**config.mk**
```make
export PLATFORM = sky130hd
export DESIGN_NAME = divider_flat
export DESIGN_NICKNAME = d
export VERILOG_FILES = /design/src/rtl/divider_if.sv /design/src/rtl/divider.sv /design/src/flat_wrapper.sv
export SDC_FILE = /design/constraint.sdc
export NUM_CORES = 1
export LEC_CHECK = 0
export CORE_MARGIN = 5
export CORE_UTILIZATION = 50
export DETAILED_ROUTE_END_ITERATION = 8
export GPL_ROUTABILITY_DRIVEN = 0
export PLACE_DENSITY = 0.72
export SYNTH_ARGS = -nofsm -noshare
export SYNTH_HDL_FRONTEND = slang
export SYNTH_SLANG_ARGS = --single-unit
```
**constraint.sdc**
```tcl
create_clock -name clk -period 4.3 [get_ports clk]
set_input_delay 0.43 -clock clk [delete_from_list [all_inputs] [get_ports clk]]
set_output_delay 0.43 -clock clk [all_outputs]
set_load 0.005 [all_outputs]
```
**src/rtl/divider_if.sv**
```systemverilog
// Handshake bundle for the iterative divider.
// Handshake: a request transfers on a rising clk edge where start=1 and ready=1;
// a, b and d_signed are captured on that edge only. done is a one-cycle pulse
// marking q/r/div_by_zero valid; those outputs then hold until the next result.
// dbg_state mirrors the controller state for observation only.
interface divider_if #(
    parameter int WIDTH = 32
) ();
    logic             start;
    logic             d_signed;
    logic [WIDTH-1:0] a;
    logic [WIDTH-1:0] b;
    logic             ready;
    logic             done;
    logic [WIDTH-1:0] q;
    logic [WIDTH-1:0] r;
    logic             div_by_zero;
    logic [1:0]       dbg_state;

    modport master (
        output start, d_signed, a, b,
        input  ready, done, q, r, div_by_zero, dbg_state
    );

    modport slave (
        input  start, d_signed, a, b,
        output ready, done, q, r, div_by_zero, dbg_state
    );
endinterface

```
**src/rtl/divider.sv**
```systemverilog
// Iterative radix-2 restoring divider, one quotient bit per clock.
// Signed or unsigned operands; quotient truncates toward zero and the
// remainder takes the sign of the dividend.
// Optional feature macro: DIVIDER_BYPASS_EN -- a zero divisor skips the
// iteration and finishes two cycles after the request.
module divider #(
    parameter int WIDTH = 32
) (
    input  logic     clk,
    input  logic     reset,
    divider_if.slave bus
);
    localparam int CW = $clog2(WIDTH);

    typedef enum logic [1:0] {
        S_IDLE = 2'd0,
        S_BUSY = 2'd1,
        S_FIX  = 2'd2,
        S_DONE = 2'd3
    } state_t;

    state_t           state_q, state_d;
    logic [CW-1:0]    cnt_q, cnt_d;
    logic             prep_q, prep_d;
    logic             sgn_q, sgn_d;
    logic [WIDTH-1:0] a_q, a_d;
    logic [WIDTH-1:0] b_q, b_d;
    logic [WIDTH-1:0] dvd_q, dvd_d;
    logic [WIDTH-1:0] bmag_q, bmag_d;
    logic [WIDTH-1:0] rem_q, rem_d;
    logic [WIDTH-1:0] q_q, q_d;
    logic [WIDTH-1:0] r_q, r_d;
    logic             dbz_q, dbz_d;

    logic             ready;
    logic             a_neg;
    logic             b_neg;
    logic             b_zero;
    logic [WIDTH:0]   rem_sh;
    logic             rem_ge;

    assign ready  = (state_q == S_IDLE) || (state_q == S_DONE);
    assign a_neg  = sgn_q & a_q[WIDTH-1];
    assign b_neg  = sgn_q & b_q[WIDTH-1];
    assign b_zero = (b_q == '0);

    // The partial remainder after the left shift needs one extra bit, since it
    // can reach 2*|b|-1 before the trial subtraction.
    assign rem_sh = {rem_q, dvd_q[WIDTH-1]};
    assign rem_ge = (rem_sh >= {1'b0, bmag_q});

    assign bus.ready       = ready;
    assign bus.done        = (state_q == S_DONE);
    assign bus.q           = q_q;
    assign bus.r           = r_q;
    assign bus.div_by_zero = dbz_q;
    assign bus.dbg_state   = state_q;

    // State register and datapath flops; reset aborts any operation in flight.
    always_ff @(posedge clk) begin
        if (!reset) begin
            state_q <= S_IDLE;
            cnt_q   <= '0;
            prep_q  <= 1'b0;
            sgn_q   <= 1'b0;
            a_q     <= '0;
            b_q     <= '0;
            dvd_q   <= '0;
            bmag_q  <= '0;
            rem_q   <= '0;
            q_q     <= '0;
            r_q     <= '0;
            dbz_q   <= 1'b0;
        end else begin
            state_q <= state_d;
            cnt_q   <= cnt_d;
            prep_q  <= prep_d;
            sgn_q   <= sgn_d;
            a_q     <= a_d;
            b_q     <= b_d;
            dvd_q   <= dvd_d;
            bmag_q  <= bmag_d;
            rem_q   <= rem_d;
            q_q     <= q_d;
            r_q     <= r_d;
            dbz_q   <= dbz_d;
        end
    end

    // Next-state and datapath: capture, magnitude prep, shift/subtract, sign fix.
    always_comb begin
        state_d = state_q;
        cnt_d   = cnt_q;
        prep_d  = prep_q;
        sgn_d   = sgn_q;
        a_d     = a_q;
        b_d     = b_q;
        dvd_d   = dvd_q;
        bmag_d  = bmag_q;
        rem_d   = rem_q;
        q_d     = q_q;
        r_d     = r_q;
        dbz_d   = dbz_q;

        case (state_q)
            S_IDLE, S_DONE: begin
                if (bus.start) begin
                    state_d = S_BUSY;
                    a_d     = bus.a;
                    b_d     = bus.b;
                    sgn_d   = bus.d_signed;
                    cnt_d   = CW'(WIDTH - 1);
                    prep_d  = 1'b1;
                end else if (state_q == S_DONE) begin
                    state_d = S_IDLE;
                end
            end

            S_BUSY: begin
                if (prep_q) begin
                    // Magnitudes are formed from the captured operands here,
                    // keeping the negation off the request path.
                    prep_d = 1'b0;
                    dvd_d  = a_neg ? (-a_q) : a_q;
                    bmag_d = b_neg ? (-b_q) : b_q;
                    rem_d  = '0;
`ifdef DIVIDER_BYPASS_EN
                    if (b_zero) begin
                        state_d = S_FIX;
                    end
`endif
                end else begin
                    rem_d = rem_ge ? WIDTH'(rem_sh - {1'b0, bmag_q}) : rem_sh[WIDTH-1:0];
                    dvd_d = {dvd_q[WIDTH-2:0], rem_ge};
                    cnt_d = cnt_q - CW'(1);
                    if (cnt_q == '0) begin
                        state_d = S_FIX;
                    end
                end
            end

            S_FIX: begin
                state_d = S_DONE;
                if (b_zero) begin
                    q_d   = '1;
                    r_d   = a_q;
                    dbz_d = 1'b1;
                end else begin
                    q_d   = (a_neg ^ b_neg) ? (-dvd_q) : dvd_q;
                    r_d   = a_neg ? (-rem_q) : rem_q;
                    dbz_d = 1'b0;
                end
            end

            default: begin
                state_d = S_IDLE;
            end
        endcase
    end
endmodule

```
**src/flat_wrapper.sv**
```systemverilog
// flat-port wrapper written by rule: the top's interface ports become plain ports
module divider_flat 
#(
    parameter int WIDTH = 32
)
  (clk, reset, bus_start, bus_d_signed, bus_a, bus_b, bus_ready, bus_done, bus_q, bus_r, bus_div_by_zero, bus_dbg_state);
  divider_if #(.WIDTH(WIDTH)) bus_i ();
  input  logic clk;
  input  logic reset;
  input wire logic [$bits(bus_i.start)-1:0] bus_start;
  input wire logic [$bits(bus_i.d_signed)-1:0] bus_d_signed;
  input wire logic [$bits(bus_i.a)-1:0] bus_a;
  input wire logic [$bits(bus_i.b)-1:0] bus_b;
  output wire logic [$bits(bus_i.ready)-1:0] bus_ready;
  output wire logic [$bits(bus_i.done)-1:0] bus_done;
  output wire logic [$bits(bus_i.q)-1:0] bus_q;
  output wire logic [$bits(bus_i.r)-1:0] bus_r;
  output wire logic [$bits(bus_i.div_by_zero)-1:0] bus_div_by_zero;
  output wire logic [$bits(bus_i.dbg_state)-1:0] bus_dbg_state;
  assign bus_i.start = bus_start;
  assign bus_i.d_signed = bus_d_signed;
  assign bus_i.a = bus_a;
  assign bus_i.b = bus_b;
  assign bus_ready = bus_i.ready;
  assign bus_done = bus_i.done;
  assign bus_q = bus_i.q;
  assign bus_r = bus_i.r;
  assign bus_div_by_zero = bus_i.div_by_zero;
  assign bus_dbg_state = bus_i.dbg_state;
  divider #(.WIDTH(WIDTH)) u_core (.clk(clk), .reset(reset), .bus(bus_i));
endmodule
```
==> flow_summary.ini <==
[routing]
drt-total-wl_um = 37820
drt_drc_violations_left = 0
top_layer = met5
wl_met2_um = 17340
route.met3.wl_um = 2593
wl_per_cell_um = 17.30
wl_met1_um = 16800
drt_iter0_drc = 1110
via_count = 12803
antenna_left = 0
first_pass_iters = 5
via_per_inst = 5.857

[critical_path]
start_kind = flop
reg2reg_slack_ns = 0.92
critical_path_class = flop to flop
r2r_cells = 10
required_ns = 4.73
r2r-end = u_core.rem_q[0]$_SDFFE_PN0P_
critPathMostFrequentCell = a21o_1
slowest_delay_ns = 0.47
crit_chain = ha_1, a21o_1, a21o_1, a21oi_1, or3b_2, nor3_1, o21ai_4, buf_4, mux2i_1, a22o_1
crit_path_end_kind = flop
r2r_start = u_core.rem_q[25]$_SDFFE_PN0P_
worst-path-max-fanout = 27
cp_data_arrival_time_ns = 3.81
crit_path_top_delay_cell = or3b_2

[synth]
synthAdderAreaFrac_pct = 3.938
synth_compound_area_share_pct = 22.89
synth_mux_area_share_pct = 3.549
synth.area.top_cells = dfxtp_1, nand2_1, a21oi_1
yosysSeqAreaShare_pct = 34.61
ys_warn_count = 0
yosys-top-cells-count = nand2_1, dfxtp_1, nor2_1, a21oi_1, o21ai_0
yosysMostFrequentCell = nand2_1
synth_top_cell_by_area = dfxtp_1
yosys.area_share.simple_pct = 20.45
synth_top_family_by_area = compound AO/OA/AOI/OAI gates
synth_xor_area_share_pct = 8.993
synth_cells = 1774
ys_seq_elements = 234
yosysUniqueCellTypes = 67
async_flop_share_pct = 0
postSynthNetCount = 1884
synth_top_area_share_pct = 34.61
avgSynthCellArea_sq_um = 7.631
synth-edff-count = 0
ys.flop_type = dfxtp_1
netlist_area_sq_um = 13540

[placement]
hpwlAfterDp_um = 27750
portBuffers = 136

[min_path]
worstHoldStart = reset
holdPathStages = 3
hold_class = primary input to flop
worst_hold_path.endpoint = u_core.cnt_q[0]$_SDFFE_PN0P_

[cts]
htree_levels = 1
cts_buffers = 27
clock-sinks = 234
cts_tree = built
clk_latency_ns = 0.54
cts_hold_buffers = 0
clk_path_buf_depth = 3
post_cts_buffers = 0
clk_pin_slew_worst_paths_ns = 0.06
cts_resized = 0
ctsRootBufferMaster = clkbuf_16

[grt]
grt_max_degree = 76
overflow = 0
grt_pass1_wl_um = 61090
grt_pass1_vias = 11776
track_usage_pct = 23.62
antenna_found_initial = 1

[cells_and_area]
layout-drive-gt1-share_pct = 4.607
fillCellCount = 2442
final_net_count = 1936
area_growth_pct = 17.05
n_antenna_cell = 0

[floorplanning]
ioPinCount = 137
initial_core_util_pct = 50.51
die_area_sq_um = 30460
core_region_area_sq_um = 26800
die_w_um = 174.5
die_h_um = 174.5
rows = 60

[sta]
timing.hold.ws_ns = 0.4226
slew_viol_final = 0
tightest_slew_ns = 1.157
setup_violations = 0
fin_worst_skew_ns = 0.01397
max_freq_mhz = 295.7
hold_violations = 0
setup_tns_ns = 0
period_share_pct = 78.65
period_minus_slack_ns = 3.382
max_slew_margin_pct = 22.87
rsz0062_at_grt = false

[run]
maxCapViolations = 0

[power_and_ir_drop]
power_mw = 14.75
p_sw_mw = 7.014
comb_power_share_pct = 62.2
peakVddDrop_uv = 1135
p_int_mw = 7.735
p_clk_share_pct = 15.5
p_leak_nw = 5.758
pwr_density_cell_nw_per_um2 = 930.8
seqPwrFrac_pct = 22.2
switching_share_pct = 47.55

[outcome]
status = complete, no violations
[through the flow]
| stage | utilization (%) | instances | setup slack, ns | area (sq um) |
|---|---|---|---|---|
| floorplan | - | 1774 | 1.496 | 13540 |
| global placement | 55.80 | 2138 | 1.110 | 14960 |
| detailed placement | 55.80 | 2138 | 1.016 | 14960 |
| CTS | 59.12 | 2186 | 1.007 | 15850 |
| global route | 59.12 | 2186 | 0.8260 | 15850 |
| finish | 59.12 | 2186 | 0.9181 | 15850 |
[power by group through the flow]
stage	combinational, mW	sequential [mW]	clock (mW)
finish	9.18	3.28	2.29
global route	10.0	3.35	2.41
CTS	9.04	3.26	2.32
detailed placement	9.00	3.31	0
global placement	8.89	3.29	0
floorplan	6.83	3.10	0
[layer usage]
layer	GRT usage [%]	vias up
met1	32.27	5921
met5	0	-
li1	-	6363
met3	3.567	76
met2	38.84	441
met4	6.939	2
[cell type report]
cell class	count	area [sq um]	share of cell area (%)
Multi-Input combinational cell	1348	8128	51.30
Sequential cell	234	4686	29.57
Timing Repair Buffer	152	1476	9.318
Clock buffer	37	773.2	4.880
Tap cell	341	426.7	2.693
Inverter	63	239.0	1.508
Clock inverter	11	116.4	0.7344
[registers in the layout, indices dropped and copies added, names as in the netlist]
| signal | count |
|---|---|
| u_core.bus.r | 32 |
| u_core.sgn_q | 1 |
| u_core.a_q | 32 |
| u_core.rem_q | 32 |
| u_core.cnt_q | 5 |
| u_core.b_q | 32 |
| u_core.prep_q | 1 |
| u_core.bus.q | 32 |
| u_core.bmag_q | 32 |
| u_core.dvd_q | 32 |
| u_core.bus.div_by_zero | 1 |
| u_core.bus.dbg_state | 2 |
[worst max path at each step]
stage,start,end,cells past startpoint
final,u_core.rem_q[25]$_SDFFE_PN0P_,u_core.rem_q[0]$_SDFFE_PN0P_,10
after detailed placement,u_core.rem_q[25]$_SDFFE_PN0P_,u_core.rem_q[0]$_SDFFE_PN0P_,10
after global routing,u_core.rem_q[25]$_SDFFE_PN0P_,u_core.rem_q[13]$_SDFFE_PN0P_,10
after CTS,u_core.rem_q[25]$_SDFFE_PN0P_,u_core.rem_q[0]$_SDFFE_PN0P_,10
after floorplan,u_core.rem_q[20]$_SDFFE_PN0P_,u_core.dvd_q[0]$_SDFFE_PN0P_,11
after global placement,u_core.rem_q[25]$_SDFFE_PN0P_,u_core.rem_q[0]$_SDFFE_PN0P_,10
[critical path, delay by kind of cell, from the launching register on]
| family | cells | cell delay [ns] |
|---|---|---|
| compound gates | 5 | 1.09 |
| fa+ha+maj | 1 | 0.36 |
| buf+inv | 1 | 0.32 |
| flops | 1 | 0.46 |
| mux | 1 | 0.16 |
| simple gates | 2 | 0.88 |
[placed cells by master (no fill, tap or decap), types with 21 or more instances in the layout]
cell type,Yosys,routed
a31oi_1,42,42
o31ai_1,24,24
xnor2_1,73,73
nand3_1,32,32
clkbuf_16,0,27
o21ai_0,140,140
inv_1,62,62
clkdlybuf4s50_1,0,135
mux2i_1,48,48
nor2_1,181,180
a21oi_1,171,171
dfxtp_1,234,233
xor2_1,66,66
ha_1,41,40
nand2_1,242,241
nor3_1,31,31
a211oi_1,39,39
nand3b_1,21,21
[cell families (layout without fill, tap and decap cells)]
| family | count (synthesis) | in the layout |
|---|---|---|
| xor gates and xnor gates | 139 | 139 |
| muxes | 48 | 48 |
| and+or+nand+nor | 605 | 605 |
| buffers and inverters | 192 | 263 |
| AOI/OAI and AO/OA | 514 | 514 |
| adders and majority gates | 42 | 42 |
| DFF | 234 | 234 |
(Power assumes the default switching activity.)
